===== config.mk =====
export PLATFORM = sky130hd
export DESIGN_NAME = control_seq_hs
export DESIGN_NICKNAME = d
export VERILOG_FILES = /design/src/rtl/control_seq_hs.sv
export SDC_FILE = /design/constraint.sdc
export NUM_CORES = 1
export LEC_CHECK = 0
export BUFFER_PORTS_ARGS = -buffer_cell sky130_fd_sc_hd__buf_2
export CORE_MARGIN = 2
export CORE_UTILIZATION = 55
export CTS_BUF_LIST = sky130_fd_sc_hd__clkbuf_8
export CTS_CLUSTER_SIZE = 24
export DETAILED_ROUTE_END_ITERATION = 10
export PLACE_DENSITY = 0.78
export REMOVE_ABC_BUFFERS = 1
export SLEW_MARGIN = 20
export SYNTH_ARGS = -nofsm -noshare
export SYNTH_HDL_FRONTEND = slang
export SYNTH_SLANG_ARGS = --single-unit

===== constraint.sdc =====
create_clock -name clock -period 2.85 [get_ports clock]
set_clock_uncertainty 0.2 [all_clocks]
set_input_delay 0.1425 -clock clock [delete_from_list [all_inputs] [get_ports clock]]
set_output_delay 0.1425 -clock clock [all_outputs]
set_load 0.02 [all_outputs]

===== src/rtl/control_seq_hs.sv =====
// control_seq_hs: negedge-updating microsequencer for the 8-bit bus CPU.
// Walks FETCH0 -> FETCH1 -> EXEC (steps 2..4) per instruction and drives every
// datapath load strobe, the bus selector and the ALU op. The MRS instruction
// runs a start/done handshake with the peripheral under a watchdog. HLT is sticky
// until reset. Unknown opcodes are flagged and then skipped like a NOP.
//
// Ports
//   clock, bReset            : clock (sequencer acts on negedge) / async active-high reset
//   instruction              : opcode from the instruction register
//   carry_flag, zero_flag    : registered ALU flags used by JC / JZ
//   periph_busy, periph_done : peripheral handshake inputs
//   hlt                      : sticky halt
//   memory_in .. flags_in    : datapath load strobes
//   alu_op, bus_selector     : ALU function and bus source select
//   periph_start             : one-cycle start pulse to the peripheral
//   step                     : current microstep (saturating)
//   illegal_op, timeout_err  : sticky error flags
module control_seq_hs #(
  parameter int OPCODE_W = 4,
  parameter int STEP_W   = 5,
  parameter int TIMEOUT  = 32
) (
  input  logic                clock,
  input  logic                bReset,
  input  logic [OPCODE_W-1:0] instruction,
  input  logic                carry_flag,
  input  logic                zero_flag,
  input  logic                periph_busy,
  input  logic                periph_done,
  output logic                hlt,
  output logic                memory_in,
  output logic                ram_in,
  output logic                instruction_in,
  output logic                reg_a_in,
  output logic                reg_b_in,
  output logic                out_in,
  output logic                advance_pc,
  output logic                pc_in,
  output logic                flags_in,
  output logic [1:0]          alu_op,
  output logic [3:0]          bus_selector,
  output logic                periph_start,
  output logic [STEP_W-1:0]   step,
  output logic                illegal_op,
  output logic                timeout_err
);

  localparam int WD_W = $clog2(TIMEOUT + 1);

  localparam logic [3:0] BUS_NONE = 4'd0;
  localparam logic [3:0] BUS_PC   = 4'd1;
  localparam logic [3:0] BUS_REGA = 4'd2;
  localparam logic [3:0] BUS_ALU  = 4'd3;
  localparam logic [3:0] BUS_MEM  = 4'd5;
  localparam logic [3:0] BUS_IR   = 4'd6;

  // state_q names the step that the NEXT negedge will execute.
  typedef enum logic [2:0] {
    FETCH0 = 3'd0,
    FETCH1 = 3'd1,
    EXEC   = 3'd2,
    STALL  = 3'd3,
    WAIT   = 3'd4,
    HALT   = 3'd5
  } state_t;

  typedef struct packed {
    logic              hlt;
    logic              mem;
    logic              ram;
    logic              ir;
    logic              ra;
    logic              rb;
    logic              out;
    logic              apc;
    logic              pc;
    logic              fl;
    logic [1:0]        alu;
    logic [3:0]        bus;
    logic              start;
    logic [STEP_W-1:0] step;
    logic              ill;
    logic              tmo;
  } outs_t;

  state_t            state_q, state_d;
  logic [STEP_W-1:0] cnt_q, cnt_d;
  logic [WD_W-1:0]   wd_q, wd_d, wd_inc_s;
  logic              wd_exp_s;
  logic              op_hi_bad_s;
  logic [3:0]        op_lo_s;
  outs_t             outs_q, outs_d;

  function automatic logic [STEP_W-1:0] sat_inc(input logic [STEP_W-1:0] v);
    if (v == {STEP_W{1'b1}}) begin
      sat_inc = v;
    end else begin
      sat_inc = v + STEP_W'(1);
    end
  endfunction

  assign op_lo_s     = instruction[3:0];
  assign op_hi_bad_s = (instruction >> 4) != {OPCODE_W{1'b0}};
  assign wd_inc_s    = wd_q + WD_W'(1);
  // This negedge is the TIMEOUT-th one spent stalled/waiting.
  assign wd_exp_s    = (wd_inc_s >= WD_W'(TIMEOUT));

  // Next-state and next-output decode for the coming negedge.
  always_comb begin
    state_d     = state_q;
    wd_d        = {WD_W{1'b0}};
    outs_d      = '0;
    outs_d.ill  = outs_q.ill;
    outs_d.tmo  = outs_q.tmo;
    outs_d.step = cnt_q;
    case (state_q)
      FETCH0: begin
        outs_d.bus = BUS_PC;
        outs_d.mem = 1'b1;
        state_d    = FETCH1;
      end
      FETCH1: begin
        outs_d.bus = BUS_MEM;
        outs_d.ir  = 1'b1;
        outs_d.apc = 1'b1;
        state_d    = EXEC;
      end
      EXEC: begin
        state_d = FETCH0;
        if (op_hi_bad_s) begin
          outs_d.ill = 1'b1;
        end else begin
          case (op_lo_s)
            4'h0: ;
            4'h1: begin
              if (cnt_q == STEP_W'(2)) begin
                outs_d.bus = BUS_IR; outs_d.mem = 1'b1; state_d = EXEC;
              end else begin
                outs_d.bus = BUS_MEM; outs_d.ra = 1'b1;
              end
            end
            4'h2, 4'h3: begin
              if (cnt_q == STEP_W'(2)) begin
                outs_d.bus = BUS_IR; outs_d.mem = 1'b1; state_d = EXEC;
              end else if (cnt_q == STEP_W'(3)) begin
                outs_d.bus = BUS_MEM; outs_d.rb = 1'b1; outs_d.fl = 1'b1; state_d = EXEC;
              end else begin
                outs_d.bus = BUS_ALU; outs_d.ra = 1'b1;
                outs_d.alu = (op_lo_s == 4'h3) ? 2'b01 : 2'b00;
              end
            end
            4'h4: begin
              if (cnt_q == STEP_W'(2)) begin
                outs_d.bus = BUS_IR; outs_d.mem = 1'b1; state_d = EXEC;
              end else begin
                outs_d.bus = BUS_REGA; outs_d.ram = 1'b1;
              end
            end
            4'h5: begin outs_d.bus = BUS_IR; outs_d.ra = 1'b1; end
            4'h6: begin outs_d.bus = BUS_IR; outs_d.pc = 1'b1; end
            4'h7, 4'h8: begin
              // Not-taken branch emits no strobes but still ends the instruction.
              if ((op_lo_s == 4'h7) ? carry_flag : zero_flag) begin
                outs_d.bus = BUS_IR; outs_d.pc = 1'b1;
              end else begin
                outs_d.bus = BUS_NONE;
              end
            end
            4'h9, 4'hA: begin
              if (cnt_q == STEP_W'(2)) begin
                outs_d.bus = BUS_IR; outs_d.mem = 1'b1; state_d = EXEC;
              end else begin
                outs_d.bus = BUS_ALU; outs_d.ra = 1'b1; outs_d.fl = 1'b1;
                outs_d.alu = (op_lo_s == 4'h9) ? 2'b10 : 2'b11;
              end
            end
            4'hB: begin outs_d.bus = BUS_IR; outs_d.mem = 1'b1; state_d = STALL; end
            4'hE: begin outs_d.bus = BUS_REGA; outs_d.out = 1'b1; end
            4'hF: begin outs_d.hlt = 1'b1; state_d = HALT; end
            default: outs_d.ill = 1'b1;
          endcase
        end
      end
      STALL: begin
        wd_d = wd_inc_s;
        // Expiry aborts the op before any start pulse is issued.
        if (wd_exp_s) begin
          outs_d.tmo = 1'b1; state_d = FETCH0;
        end else if (!periph_busy) begin
          outs_d.start = 1'b1; state_d = WAIT;
        end else begin
          state_d = STALL;
        end
      end
      WAIT: begin
        wd_d = wd_inc_s;
        // done beats a simultaneous watchdog expiry.
        if (periph_done) begin
          state_d = FETCH0;
        end else if (wd_exp_s) begin
          outs_d.tmo = 1'b1; state_d = FETCH0;
        end else begin
          state_d = WAIT;
        end
      end
      HALT: begin
        outs_d.hlt = 1'b1;
        state_d    = HALT;
      end
      default: state_d = FETCH0;
    endcase
    if (state_d == FETCH0) begin
      cnt_d = {STEP_W{1'b0}};
    end else begin
      cnt_d = sat_inc(cnt_q);
    end
  end

  // Sequencer state and registered outputs, updated on the falling edge.
  always_ff @(negedge clock or posedge bReset) begin
    if (bReset) begin
      state_q <= FETCH0;
      cnt_q   <= {STEP_W{1'b0}};
      wd_q    <= {WD_W{1'b0}};
      outs_q  <= '0;
    end else begin
      state_q <= state_d;
      cnt_q   <= cnt_d;
      wd_q    <= wd_d;
      outs_q  <= outs_d;
    end
  end

  assign hlt            = outs_q.hlt;
  assign memory_in      = outs_q.mem;
  assign ram_in         = outs_q.ram;
  assign instruction_in = outs_q.ir;
  assign reg_a_in       = outs_q.ra;
  assign reg_b_in       = outs_q.rb;
  assign out_in         = outs_q.out;
  assign advance_pc     = outs_q.apc;
  assign pc_in          = outs_q.pc;
  assign flags_in       = outs_q.fl;
  assign alu_op         = outs_q.alu;
  assign bus_selector   = outs_q.bus;
  assign periph_start   = outs_q.start;
  assign step           = outs_q.step;
  assign illegal_op     = outs_q.ill;
  assign timeout_err    = outs_q.tmo;

endmodule


After elaboration in Yosys (flattened, before gate mapping)
Index checks and enable logic that the tools add are counted.

$add $sub $neg: 2. Magnitude comparators: 1. Equal/unequal tests: 23. Mux-type cells: 52. Bitwise operators: 1. Reductions and logical operators: 15.

Operators by type and width (number): $mux 3 (12); $pmux 4 s7 (1); $eq 4x4->1 const B (6); $mux 1 (20); $pmux 3 s6 (1); $eq 4x3->1 const B (4); $reduce_or 14->1 (1); $pmux 3 s4 (1); $pmux 4 s3 (1); $eq 5x2->1 const B (2); $mux 2 (5); $mux 5 (2); $pmux 1 s2 (5); $eq 4x2->1 const B (2); $reduce_or 2->1 (4); $add 6x1->6 const B (1); $eq 3x2->1 const B (2); $eq 3x3->1 const B (2); $ge 6x6->1 const B (1); $logic_not 3->1 (2); $mux 6 (1); $pmux 3 s2 (1); $reduce_or 3->1 (2); $reduce_or 6->1 (1); other kinds (12) (14).

Register bits: 37. Output and inout bits: 24. Word-level logic and storage cells: 112.

Depth between registers and ports, before layout
Gate-level depths: netlist of run 1.

Depth after elaboration: 7. Mapped depth: 7.

==> results of run 1 <==
-- final timing paths --
check	startpoint	end	slack [ps]	cells past startpoint
worst max register to register	cnt_q[0]	cnt_q[1]	710	8
min in group asynchronous	bReset	cnt_q[0]	1050	3
worst min-delay path	wd_q[0]	wd_q[0]	200	1
worst min register to register	wd_q[0]	wd_q[0]	200	1
worst max-delay path	instruction[3]	cnt_q[1]	-20	7
max in group asynchronous	bReset	memory_in	1060	3
-- kinds of logic (layout without fill, tap and decap cells) --
logic type / count (synthesis) / count (layout) / synth area share, %
other: 1 / 1 / 0.1968
and+or+nand+nor: 83 / 83 / 25.08
adders and majority gates: 4 / 4 / 2.627
buffers and inverters: 20 / 71 / 4.662
DFF: 36 / 36 / 47.27
AOI/OAI and AO/OA: 46 / 46 / 15.96
muxes: 1 / 1 / 0.5253
xor gates and xnor gates: 8 / 8 / 3.677
-- repair_timing --
action | 4_1_cts | 5_1_grt
setup endpoints to repair | 1 | 8
gates cloned | 0 | 0
resized for setup | 3 | 8
pin swaps | 2 | 6
setup buffers | 1 | 0
-- flip-flops by register name, indices dropped and copies added (netlist names) --
name          count
pc_in             1
step              5
reg_b_in          1
bus_selector      3
flags_in          1
hlt               1
timeout_err       1
illegal_op        1
ram_in            1
periph_start      1
memory_in         1
wd_q              6
advance_pc        1
alu_op            2
reg_a_in          1
out_in            1
cnt_q             5
state_q           3
-- report_power, final --
group          internal (W)  switching, W  leakage (nW)
Combinational      0.000355      0.000504         0.603
Clock              0.000259      0.000184        0.0541
Sequential         0.000675      0.000153         0.468
Total               0.00129      0.000841          1.13
-- cell type report --
cell class | count | area, um2
multi-input combinational | 143 | 959.7
clock inverter | 3 | 42.54
timing repair buffer | 56 | 346.6
fill | 265 | 934.6
inverter | 7 | 26.28
clock buffer | 5 | 68.82
sequential | 36 | 900.9
tap | 46 | 57.56
-- metrics by stage --
step | util (%) | cells | power, W | worst slack, ps
2_1_floorplan | - | 186 | 0.001383 | -1.642
3_3_place_gp | 66.93 | 287 | 0.001627 | -262.7
3_5_place_dp | 66.93 | 287 | 0.001665 | -325.4
4_1_cts | 71.02 | 296 | 0.002136 | 6.101
5_1_grt | 71.99 | 296 | 0.002281 | -56.78
6_report | 71.99 | 296 | 0.002129 | -19.83
-- cells in the final DEF, fill, tap and decap left out, types with 2 or more instances in the layout --
master	synthesis	layout
nor4_1	2	2
xor2_1	6	6
nand3_1	6	6
o31ai_2	0	2
nand2_1	12	12
a21oi_1	13	12
dfrtn_1	36	36
nor3b_1	2	2
nor3_1	6	6
nor2b_1	10	10
xnor2_1	2	2
nor2_1	17	17
o21ai_0	10	10
nand2b_1	4	4
or2_2	3	3
buf_4	2	24
clkbuf_8	0	5
a22oi_1	2	2
inv_1	7	7
o21a_1	3	3
nand4_1	2	2
nand4b_1	3	3
or3_1	6	6
a311oi_2	1	2
ha_1	4	4
buf_2	5	31
a41oi_1	2	2
-- routing by layer --
layer | share of wire, % | global-route usage, %
met4 | 1.6 | 8.056
met1 | 44 | 27.13
met2 | 51 | 37.90
met3 | 4.0 | 6.486
met5 | 0 | 0
-- critical path, delay by kind of cell --
kind	cells	cell delay, ps
buf+inv	2	310
simple gates	1	190
compound gates	4	720
==> metrics.md, run 1 <==
| Metric | Value |
|---|---|
| Outcome | complete, but fails checks |
| Violated checks | negative setup slack |
| Worst Setup Start Kind | input pin |
| Number of global-route vias before repair | 1538 |
| H-Tree Depth | 2 |
| Final Hold Viols | 0 |
| Clk_lat worst skew | about 300 ps |
| Clock buffer depth | 2 |
| Clock-pin slew on the worst setup and hold paths | 50 ps |
| Core Box Area | 3337 um2 |
| CTS root buffer | clkbuf_8 |
| Ports | 34 |
| Largest net degree at the start of global routing | 37 |
| Max-slew violations | 0 |
| Setup_tns | -34.71 ps |
| Routed wire per std cell | between 10 and 15 um |
| Setup crit end kind | register |
| Die width | 62.86 um |
| Crit path max-delay cell type | o31ai_2 |
| Async SR Flop Fraction | 100.0% |
| Critical Path Max Stage Delay | between 200 and 300 ps |
| Worst Setup Path Type | input pin to register |
| Synth top area share | 47.28% |
| Total wire length | 4.083 mm |
| Hold bufs inserted after CTS | 0 |
| Synthesized area | 1906 um2 |
| Worst endpoint required time | 1360 ps |
| Arrival time worst endpoint | 1380 ps |
| Port bufs | 32 |
| CTS tree | yes |
| Post-DP HPWL | 2.964 mm |
| Largest cells by area after synthesis | dfrtn_1, a21oi_1, nor2_1, nor2b_1, xor2_1 |
| Initial DRC Count | 66 |
| Nets | ~260 |
| Vias post-DR | 1595 |
| Main synth FF type | dfrtn_1 |
| Hold Crit Class | register to register |
| Mapped Cells | 199 |
| Top-count cell post-synth | dfrtn_1 |
| Die Area | a little under 4000 um2 |
| Maxcap violations | 0 |
| VDD IR max | 0.4976 mV |
| Worst-Margin Slew | 512.5 ps |
| RSZ-0062 raised after global routing | true |
| Leakage power | between 1 and 1.5 nW |
| Total clock buffers created by CTS | 5 |
| WHS | just over 200 ps |
| Rows | 21 |
| Post-route setup slack | -19.83 ps |
| ANT nets after route | 0 |
| # DRC | 0 |
| Total gr overflow | 0 |
| Power Density | 886.3 nW/um2 |
| Gpl congestion | about 0.85 |
| Post-place instance area | 2233 um2 |
| Worst-path cell chain | buf_4 -> and3b_1 -> o31ai_2 -> a311oi_2 -> a311oi_2 -> buf_4 -> o21ai_0 |
| Inserted Diodes | 0 |
| Critical Path Fanout Max | 8 |
| Endpoints failing setup | 3 |
| Post-DR vias/cell | 5.389 |
| Final Instance Area | about 2400 um2 |
| Avg Cell Area, Syn | 9.576 um2 |
| Layout area overhead | 26.07% |
| Total GRT Usage | 22.42% |
| Layout cells sized above 1 | 32.80% |
| Post-synthesis sequential area ratio | 47.28% |
| Max_slew headroom | 65.57% |
| Clk sinks | 36 |
| Initial antenna violation count | 0 |
| Yosys reg bits | 36 |
| Detailed Routing Iterations Pass 1 | 4 |
| Post-synth top cells | dfrtn_1, nor2_1, a21oi_1 |
| Die height | 62.86 um |
| Unique masters post-synth | around 50 |
| Yosys warnings | 0 |
| Post-synth EDFFs | 0 |
| Initial Util | a little under three fifths |
| Yosys top cell by area | dfrtn_1 |
| First-pass GRT wire length | 6.920 mm |
Power figures use the tool's default switching activity.
==> inputs of run 2 (changes only) <==
Settings changed: ABC_AREA from default to 1.
==> run 2 against run 1 <==
Compared with the run above: the flow now finishes without violations; cell count grew 1.0%; non-clock buffer count decreased by 16; via count decreased by 11%.
==> metrics.md, run 2 <==
| Metric | Value |
|---|---|
| Layout cells sized above 1 | 26.67% |
| Critical Path Fanout Max | 2 |
| Number of global-route vias before repair | 1315 |
| Routed wire per std cell | approximately 11 um |
| Yosys top cell by area | dfrtn_1 |
| Simple-gate share of the synthesized area | around 29% |
| Synth top area share | 51.32% |
| Largest cells by area after synthesis | dfrtn_1, nand2_1, inv_1, nor2_1, nand3_1 |
| Post-DR vias/cell | roughly 4.8 |
| Avg Cell Area, Syn | 8.399 um2 |
| CTS tree | yes |
| Hold bufs inserted after CTS | 0 |
| Max-slew violations | 0 |
| Crit path max-delay cell type | dfrtn_1 |
| Detailed Routing Iterations Pass 1 | 4 |
| Clk_lat worst skew | between 200 and 300 ps |
| Nets | between 200 and 300 |
| VDD IR max | 0.3148 mV |
| Rows | 20 |
| CP delay by family, top | flip-flops |
| Total gr overflow | 0 |
| Worst-path cell chain | buf_2 |
| Initial DRC Count | 68 |
| Layout area overhead | 20.10% |
| Total GRT Usage | between 20% and 30% |
| Clock-pin slew on the worst setup and hold paths | 50 ps |
| # DRC | 0 |
| Max FFs per register | 6 |
| Final Hold Viols | 0 |
| Reg with most FFs | wd_q |
| Arrival time worst endpoint | around 2300 ps |
| Critical Path Max Stage Delay | 410 ps |
| Initial Util | 57.50% |
| Clk sinks | 36 |
| Inserted Diodes | 0 |
| Post-synthesis sequential area ratio | 51.32% |
| ANT nets after route | 0 |
| Clock buffer depth | 2 |
| Synth Area in Adders | under 10% |
| WHS | 160.3 ps |
| Worst Setup Start Kind | register |
| H-Tree Depth | 2 |
| # fillers | roughly 270 |
| Maxcap violations | 0 |
| Leakage power | 1.251 nW |
| Post-CTS Resized | 0 |
| Most frequent cells in the layout | nand2_1, dfrtn_1, buf_2, inv_1, nor2_1 |
| Power Density | 826.9 nW/um2 |
| CTS root buffer | clkbuf_8 |
| Top-count cell post-synth | nand2_1 |
| Largest net degree at the start of global routing | 37 |
| Post-synth top cells | nand2_1, dfrtn_1, inv_1 |
| Core Box Area | 3053 um2 |
| Die Area | around 3700 um2 |
| First-pass GRT wire length | 5.533 mm |
| Compound-gate portion of the synthesized area | under 10% |
| Endpoints failing setup | 0 |
| Main combinational cell family by area after synthesis | simple AND/OR/NAND/NOR gates |
| Main synth FF type | dfrtn_1 |
| Post-CTS Setup Bufs | 0 |
| Total clock buffers created by CTS | 5 |
| Unique masters post-synth | 32 |
| Gpl congestion | 0.8857 |
| Yosys warnings | 0 |
| Worst endpoint required time | 2510 ps |
| Hold Crit Class | register to register |
| Vias post-DR | 1422 |
| Mapped Cells | 209 |
| Commonest non-fill, non-tap cell in the layout | nand2_1 |
| Mux cell area share after synthesis | 0% |
| Synthesized area | 1755 um2 |
| Async SR Flop Fraction | 100.0% |
| Post-DP HPWL | 2.487 mm |
| Final core occ | 69.06% |
| Die height | 60.50 um |
| Worst Setup Path Type | register to primary output |
| Ports | 34 |
| Yosys reg bits | 36 |
| Total wire length | 3.174 mm |
| Xor/xnor share of the synthesized area | 1.497% |
| Port bufs | 32 |
| Setup crit end kind | primary output |
| Die width | 60.50 um |
| RSZ-0062 raised after global routing | false |
| Initial antenna violation count | 0 |
| Outcome | finished, final reports clean |
| CP bufs+invs | 1 |
| Post-synth EDFFs | 0 |
[run 2: cell types whose count changed after synthesis, sizes merged, moves of 6 or more]
cell | before | now
nand2 | 12 | 56
inv | 7 | 35
nor2b | 10 | 0
a21oi | 13 | 4
nor2 | 17 | 26
nand3 | 7 | 15
or3 | 7 | 0
buf | 8 | 2
o21ai | 10 | 4
[run 2: metal layers]
metal | wire length (um) | share of wire, % | global-route usage, %
met5 | 0 | 0 | 0
met2 | 1485 | 47 | 33.54
met1 | 1471 | 46 | 26.39
met3 | 143 | 4.5 | 4.904
met4 | 73 | 2.3 | 10.25
[run 2: worst paths after layout]
check                            from          to  slack (ps)  cells after the start
setup / recovery           illegal_op  illegal_op         220                      1
hold / removal               cnt_q[4]     step[4]         160                      0
setup reg to reg             cnt_q[0]    cnt_q[3]         850                      9
hold reg to reg              cnt_q[4]     step[4]         160                      0
max in group asynchronous      bReset  state_q[2]        1070                      3
min in group asynchronous      bReset   memory_in        1050                      3
[run 2: through the flow]
step	cells	area, um2	setup TNS [ps]	worst slack, ps	power [W]
3_3_place_gp	291	2016	0	10.39	0.001378
3_5_place_dp	291	2016	-17.86	-17.86	0.001390
2_1_floorplan	207	1740	0	206.9	0.001201
6_report	299	2108	0	219.2	0.001743
5_1_grt	299	2108	0	125.5	0.001874
4_1_cts	299	2108	0	210.1	0.001753
[run 2: logic make-up (layout without fill, tap and decap cells)]
kind of cell               count (synthesis)  count (layout)
AOI/OAI and AO/OA                         19              19
other                                      1               1
and+or+nand+nor                          109             109
xor gates and xnor gates                   3               3
DFF                                       36              36
adders and majority gates                  4               4
buffers and inverters                     37              83
[run 2: power by group]
| part | switching, W | total [W] | internal [W] | leakage (nW) |
|---|---|---|---|---|
| clock | 0.000171 | 0.000363 | 0.000193 | 0.0510 |
| sequential | 0.0000816 | 0.000720 | 0.000639 | 0.477 |
| combinational | 0.000448 | 0.000660 | 0.000212 | 0.723 |
| total | 0.000700 | 0.00174 | 0.00104 | 1.25 |
[run 2: cell type report]
cell class	instances	area, um2	share of cell area (%)
inverters	35	133.9	6.350
clock buffers	6	82.58	3.917
multi-input cells	136	705.7	33.47
clock inverters	2	10.01	0.4748
well taps	44	55.05	2.611
flip-flops and latches	36	900.9	42.73
repair buffers	40	220.2	10.45
